File: config.mk
export PLATFORM = sky130hd
export DESIGN_NAME = fpu_host_if
export DESIGN_NICKNAME = d
export VERILOG_FILES = /design/src/rtl/fpu_host_if.sv
export SDC_FILE = /design/constraint.sdc
export NUM_CORES = 1
export LEC_CHECK = 0
export CAP_MARGIN = 0
export CORE_MARGIN = 2
export CORE_UTILIZATION = 35
export CTS_BUF_LIST = sky130_fd_sc_hd__clkbuf_8
export DETAILED_ROUTE_END_ITERATION = 10
export GPL_TIMING_DRIVEN = 1
export SETUP_SLACK_MARGIN = 0.4
export SLEW_MARGIN = 40
export SYNTH_ARGS = -nofsm -noshare
export SYNTH_HDL_FRONTEND = slang
export SYNTH_SLANG_ARGS = --single-unit
File: constraint.sdc
create_clock -name clk -period 5 [get_ports clk]
set_clock_uncertainty 0.1 [all_clocks]
set_input_delay 1.25 -clock clk [delete_from_list [all_inputs] [get_ports clk]]
set_output_delay 1.25 -clock clk [all_outputs]
set_load 0.02 [all_outputs]
File: src/rtl/fpu_host_if.sv
`default_nettype none
// ============================================================================
// Module   : fpu_host_if
// Brief    : Responder end of the FPU 8-bit host bus. Captures operands and
//            the opcode byte-wise, launches the arithmetic core, latches its
//            result and holds cmd_end until the host acknowledges.
// Options  : FPU_TIMEOUT_EN - WAIT-state watchdog; on expiry the result is
//            forced to qNaN and the status timeout bit is set.
// Revision : 1.0 - initial release
// ============================================================================
module fpu_host_if #(
    parameter int OP_W           = 4,
    parameter int TIMEOUT_CYCLES = 1024
) (
    input  logic            clk,
    input  logic            arst,
    input  logic [7:0]      databus_in,
    output logic [7:0]      databus_out,
    input  logic [3:0]      addr,
    input  logic            cs,
    input  logic            rd,
    input  logic            wr,
    input  logic            end_ack,
    output logic            cmd_end,
    output logic            busy,
    output logic [31:0]     operand_a,
    output logic [31:0]     operand_b,
    output logic [OP_W-1:0] operation,
    output logic            start,
    input  logic            core_done,
    input  logic [31:0]     core_result
);

    typedef enum logic [2:0] {
        S_IDLE  = 3'd0,
        S_START = 3'd1,
        S_WAIT  = 3'd2,
        S_DONE  = 3'd3,
        S_ACK   = 3'd4
    } state_t;

    state_t             state_q, state_d;
    logic               wr_q;
    logic [31:0]        opa_q, opa_d;
    logic [31:0]        opb_q, opb_d;
    logic [OP_W-1:0]    op_q, op_d;
    logic [31:0]        res_q, res_d;

    logic               w_commit;
    logic               w_timeout;
    logic [7:0]         w_rd_data;
    logic [7:0]         w_op_byte;

`ifdef FPU_TIMEOUT_EN
    localparam int          CNT_W  = $clog2(TIMEOUT_CYCLES + 1);
    localparam logic [31:0] C_QNAN = 32'h7FC0_0000;

    logic [CNT_W-1:0]   cnt_q, cnt_d;
    logic               timeout_q, timeout_d;

    assign w_timeout = timeout_q;
`else
    // Watchdog absent: the limit is carried only so both builds share one
    // parameter list.
    logic               w_timeout_param_unused;
    assign w_timeout_param_unused = (TIMEOUT_CYCLES > 0);
    assign w_timeout = 1'b0;
`endif

    // Falling edge of wr while selected: exactly one commit per wr pulse.
    assign w_commit = ~cs & ~wr & wr_q;

    assign operand_a = opa_q;
    assign operand_b = opb_q;
    assign operation = op_q;

    // State, strobe history and register file.
    always_ff @(posedge clk or posedge arst) begin
        if (arst) begin
            state_q   <= S_IDLE;
            wr_q      <= 1'b0;
            opa_q     <= '0;
            opb_q     <= '0;
            op_q      <= '0;
            res_q     <= '0;
`ifdef FPU_TIMEOUT_EN
            cnt_q     <= '0;
            timeout_q <= 1'b0;
`endif
        end else begin
            state_q   <= state_d;
            wr_q      <= wr;
            opa_q     <= opa_d;
            opb_q     <= opb_d;
            op_q      <= op_d;
            res_q     <= res_d;
`ifdef FPU_TIMEOUT_EN
            cnt_q     <= cnt_d;
            timeout_q <= timeout_d;
`endif
        end
    end

    // Next state, register updates and handshake outputs. Host writes are
    // only honoured in IDLE so the core sees stable operands.
    always_comb begin
        state_d   = state_q;
        opa_d     = opa_q;
        opb_d     = opb_q;
        op_d      = op_q;
        res_d     = res_q;
        start     = 1'b0;
        busy      = 1'b0;
        cmd_end   = 1'b0;
`ifdef FPU_TIMEOUT_EN
        cnt_d     = cnt_q;
        timeout_d = timeout_q;
`endif
        case (state_q)
            S_IDLE: begin
                if (w_commit) begin
                    case (addr)
                        4'h0, 4'h1, 4'h2, 4'h3: opa_d[8*addr[1:0] +: 8] = databus_in;
                        4'h4, 4'h5, 4'h6, 4'h7: opb_d[8*addr[1:0] +: 8] = databus_in;
                        4'h8: begin
                            op_d    = databus_in[OP_W-1:0];
                            state_d = S_START;
`ifdef FPU_TIMEOUT_EN
                            timeout_d = 1'b0;
`endif
                        end
                        default: ;
                    endcase
                end
            end
            S_START: begin
                start   = 1'b1;
                busy    = 1'b1;
                state_d = S_WAIT;
`ifdef FPU_TIMEOUT_EN
                cnt_d   = '0;
`endif
            end
            S_WAIT: begin
                busy = 1'b1;
                if (core_done) begin
                    res_d   = core_result;
                    state_d = S_DONE;
                end
`ifdef FPU_TIMEOUT_EN
                else if (cnt_q == CNT_W'(TIMEOUT_CYCLES - 1)) begin
                    res_d     = C_QNAN;
                    timeout_d = 1'b1;
                    state_d   = S_DONE;
                end else begin
                    cnt_d = cnt_q + 1'b1;
                end
`endif
            end
            S_DONE: begin
                cmd_end = 1'b1;
                if (end_ack) begin
                    state_d = S_ACK;
                end
            end
            S_ACK: begin
                if (!end_ack) begin
                    state_d = S_IDLE;
                end
            end
            default: state_d = S_IDLE;
        endcase
    end

    // Read mux: combinational, side-effect free, driven only during a read.
    always_comb begin
        w_op_byte             = '0;
        w_op_byte[OP_W-1:0]   = op_q;
        w_rd_data             = 8'h00;
        case (addr)
            4'h0, 4'h1, 4'h2, 4'h3: w_rd_data = opa_q[8*addr[1:0] +: 8];
            4'h4, 4'h5, 4'h6, 4'h7: w_rd_data = opb_q[8*addr[1:0] +: 8];
            4'h8:                   w_rd_data = w_op_byte;
            4'h9:                   w_rd_data = res_q[7:0];
            4'hA:                   w_rd_data = res_q[15:8];
            4'hB:                   w_rd_data = res_q[23:16];
            4'hC:                   w_rd_data = res_q[31:24];
            4'hD:                   w_rd_data = {5'b0, w_timeout, cmd_end, busy};
            default:                w_rd_data = 8'h00;
        endcase
        databus_out = (!cs && !rd) ? w_rd_data : 8'h00;
    end

endmodule
`default_nettype wire

==> results.env <==
DRCVIOLATIONCOUNT=0
FINALHOLDVIOLATIONS=0
DIEHEIGHT_UM=126
YOSYS_WARNINGS=0
INITIAL_CORE_UTIL=0.358
GLOBALPLACE.CONGESTION=0.872
WORST_SETUP_PATH_START_KIND='input port'
SYNTH_TOP_FAMILY_BY_AREA='multiplexers'
NETLIST-CELL-TYPE-COUNT=51
HTREE_LEVELS=3
DRV_SLEW=0
CRIT_START='addr[1]'
TIMING.FINAL.CRIT_PERIOD_PS=4510
GRT_ANTENNA_BEFORE_REPAIR=0
WORST_SKEW_PAIR.LATE_LATENCY_PS=370
PEAKVDDDROP_mV=0.146
ROUTED_VIA_DENSITY=5.25
POWER.DENSITY_CELL_AREA_nW_PER_UM2=324
CTS.PATH.MAX_BUFFERS=2
GRT_OVERALL_USAGE=0.203
POST-SYNTH-TOP-AREA-CELL='dfrtp_1'
POST_SYNTH_XOR_AREA_FRACTION=0.00169
CORE.ROWCOUNT=44
HOLD_END='res_q[9]$_DFFE_PP0P_'
TIMING.CRITICAL_PATH.SLOWEST_STAGE_CELL='nor4_4'
SYNTH_SEQUENTIAL_AREA_RATIO=0.502
NUMPORTBUFFERS=129
COUNT_OF_FLIP_FLOPS_WITH_A_BUILT_IN_ENABLE_AFTER_SYNTHESIS=0
WHS_PATH_DEPTH=1
POST_ROUTE_CELLS_DRIVE_ABOVE_1_SHARE=0.363
DIE_W_UM=126
FMAXACHIEVABLE_GHz=0.222
DOMINANTREGCELLSYNTH='dfrtp_1'
ROUTED_WIRE_LENGTH_MM=15.7
DETAIL_ROUTED_NET_LENGTH_PER_STANDARD_CELL_UM=21.2
FIRST_GLOBAL_VIAS=4093
GRT_MAX_DEGREE=87
OVERFLOW=0
ANTENNA_CELLS=0
POST_SYNTH_INSTANCE_AREA_UM2=5180
DESIGN.PORTCOUNT=130
AREA_GROWTH_SYN_TO_LAYOUT_PCT=38.9
SYNTH_NETS=449
CRIT_TOP_CELL='buf_4'
TIMING_WORST_SETUP_PATH_TYPE='in -> out'
TIMING.RR.END='operand_b[31]$_DFFE_PP0P_'
HP-CLASS='reg -> reg'
CTS_TREE='done'
SYNTH.AREA.MUX_SHARE=0.271
GRT_FIRST_PASS_WIRELENGTH_MM=24.3
SYNTH_SEQ_CELLS=104
SYNTH_COMPOUND_AREA_FRAC=0.0818
CLKTRANSATPATHREGS_PS=100
DR_TOTAL_VIAS=3899
STATUS='complete, no violations'
TIMING.FINAL.SETUP_VIOLATIONS=0
LEAKAGE_nW=3.15
CLOCK_BUFFERS_CREATED_BY_TRITONCTS=9
INITIAL_DRC_COUNT=237
DRTANTENNAVIOLNETS=0
MAX_CAP_VIOLATIONS=0
RSZ0062_AT_GRT='false'
SYNTH_TOP_CELLS_BY_AREA='dfrtp_1, mux2_2, mux4_2'
MAX_TRANSITION_MARGIN=0.597
POST_SYNTH.CELL_AREA_AVG_UM2=13.2
MIN_FROM='res_q[9]$_DFFE_PP0P_'
CPPEAKSTAGEDELAY_PS=260
FINALNETCOUNT=611
TIMING.CRITICAL_PATH.REQUIRED_PS=3650
ASYNC_RESET_FF_FRAC=1.00
DR_PASS1_ITERATIONS=5
DESIGN.CORE.AREA_UM2=14500
WORSTPATHMAXFANOUT=4
SYNTH_FA_HA_AREA_FRAC=0.0145
PLACE_HPWL_MM=11.7
FIN_CRIT_SH=0.901
CP_DATA_ARRIVAL_TIME_PS=3160
TRITONCTS_NUM_SINKS=104
CTS_HOLD_REPAIR.BUFFERS=0
CTS.ROOT.BUFFER_CELL='clkbuf_8'
SYNTH_SIMPLE_GATE_AREA_SHARE=0.110
SETUP_TOTAL_NEGATIVE_SLACK_PS=0
TOT_PWR_mW=2.33
CRITICAL_PATH.CELL_CHAIN='buf_2 -> buf_6 -> ha_2 -> buf_4 -> nor4_4 -> buf_4 -> nor4_2 -> buf_4 -> buf_4 -> a32o_1 -> a31o_2 -> buf_6'
POST-SYNTH-TOP-AREA-FRACTION=0.502
FF2FF_PATH_DEPTH=4
RRSETUPSLACK_PS=2740
FINAL.HOLD.WORST_SLACK_PS=419
DESIGN.DIE.AREA_UM2=15800
SYN_INST=392
WORST_SETUP_END_KIND='output port'
WORST_FLOP_TO_FLOP_PATH_STARTPOINT='state_q[1]$_DFFE_PP0P_'
WORST_PIN_SLEW_PS=604
==> report_power, final <==
| part | switching [mW] | leakage [nW] | internal [mW] |
|---|---|---|---|
| clock | 0.304 | 0.112 | 0.287 |
| sequential | 0.105 | 1.37 | 1.00 |
| combinational | 0.292 | 1.67 | 0.342 |
| total | 0.701 | 3.15 | 1.63 |
==> what timing repair did <==
| action | 4_1_cts | 5_1_grt |
|---|---|---|
| buffers inserted | 2 | 0 |
| pin swaps | 2 | 2 |
| resized for setup | 43 | 12 |
| setup endpoints to repair | 8 | 8 |
==> area by class of cell <==
cell class | count | area [um2]
Clock buffer | 9 | 124
Sequential cell | 104 | 2600
Fill cell | 1286 | 7280
Tap cell | 184 | 230
Clock inverter | 7 | 101
Timing Repair Buffer | 169 | 1580
Inverter | 4 | 22.5
Multi-Input combinational cell | 266 | 2530
==> how the worst max path moves through the flow <==
stage / to / slack, ps / depth (start not counted)
final: databus_out[5] / 490 / 12
after CTS: databus_out[3] / 400 / 12
after floorplan: databus_out[7] / 380 / 8
after global placement: databus_out[6] / -370 / 8
after detailed placement: databus_out[6] / -390 / 8
after global routing: databus_out[7] / 410 / 10
==> kinds of logic after synthesis <==
logic type               count (synthesis)
buffers and inverters                   22
flip-flops                             104
AND/OR/NAND/NOR                         87
AO/OA/AOI/OAI                           57
XOR/XNOR                                 1
multiplexers                           115
adder cells (fa/ha/maj)                  6
==> through the flow <==
step	util	std cells	setup slack (ps)	instance area (um2)
4_1_cts	0.495	743	404	7170
3_3_place_gp	0.478	725	-374	6920
6_report	0.497	743	493	7200
2_1_floorplan	-	392	379	5180
3_5_place_dp	0.478	725	-390	6930
5_1_grt	0.497	743	410	7200
==> worst max-delay path: cells and delay by family <==
| kind | cells | cell delay, ps |
|---|---|---|
| adders and majority gates | 1 | 170 |
| and+or+nand+nor | 2 | 300 |
| AOI/OAI and AO/OA | 2 | 460 |
| buffers and inverters | 7 | 980 |
==> sequential cells by signal, summed over array words and instances, names as in the netlist <==
signal / cells
operand_a: 32
operand_b: 32
res_q: 32
operation: 4
state_q: 3
wr_q: 1
==> per-layer routing <==
layer  vias up  global-route usage  routed length (um)
li1       1799                   -                   -
met1      1970               0.269                6760
met2       117               0.324                7550
met3        13              0.0684                1170
met4         0              0.0464                 233
met5         -                   0                   0
==> cells in the mapped netlist (6+ instances only) <==
cell / n
dfrtp_1: 104
mux2_2: 99
and2_1: 32
mux4_2: 10
nand2_1: 10
clkbuf_1: 9
nor2_1: 8
o21ai_0: 8
a22oi_1: 6
buf_2: 6
ha_1: 6
nand3_2: 6
nor3b_1: 6
==> layout by cell type (no fill, tap or decap), drive strengths merged, types with 5 or more instances in the layout <==
master         instances
a211oi                 5
a222oi                 5
a22oi                  6
and2                  32
buf                   47
clkbuf                10
clkdlybuf4s50        119
dfrtp                104
ha                     6
inv                    6
mux2                 103
mux4                  10
nand2                 12
nand3                 11
nor2                   9
nor3b                  6
o21ai                  8
Note: power is estimated with default switching activity, not from simulation.
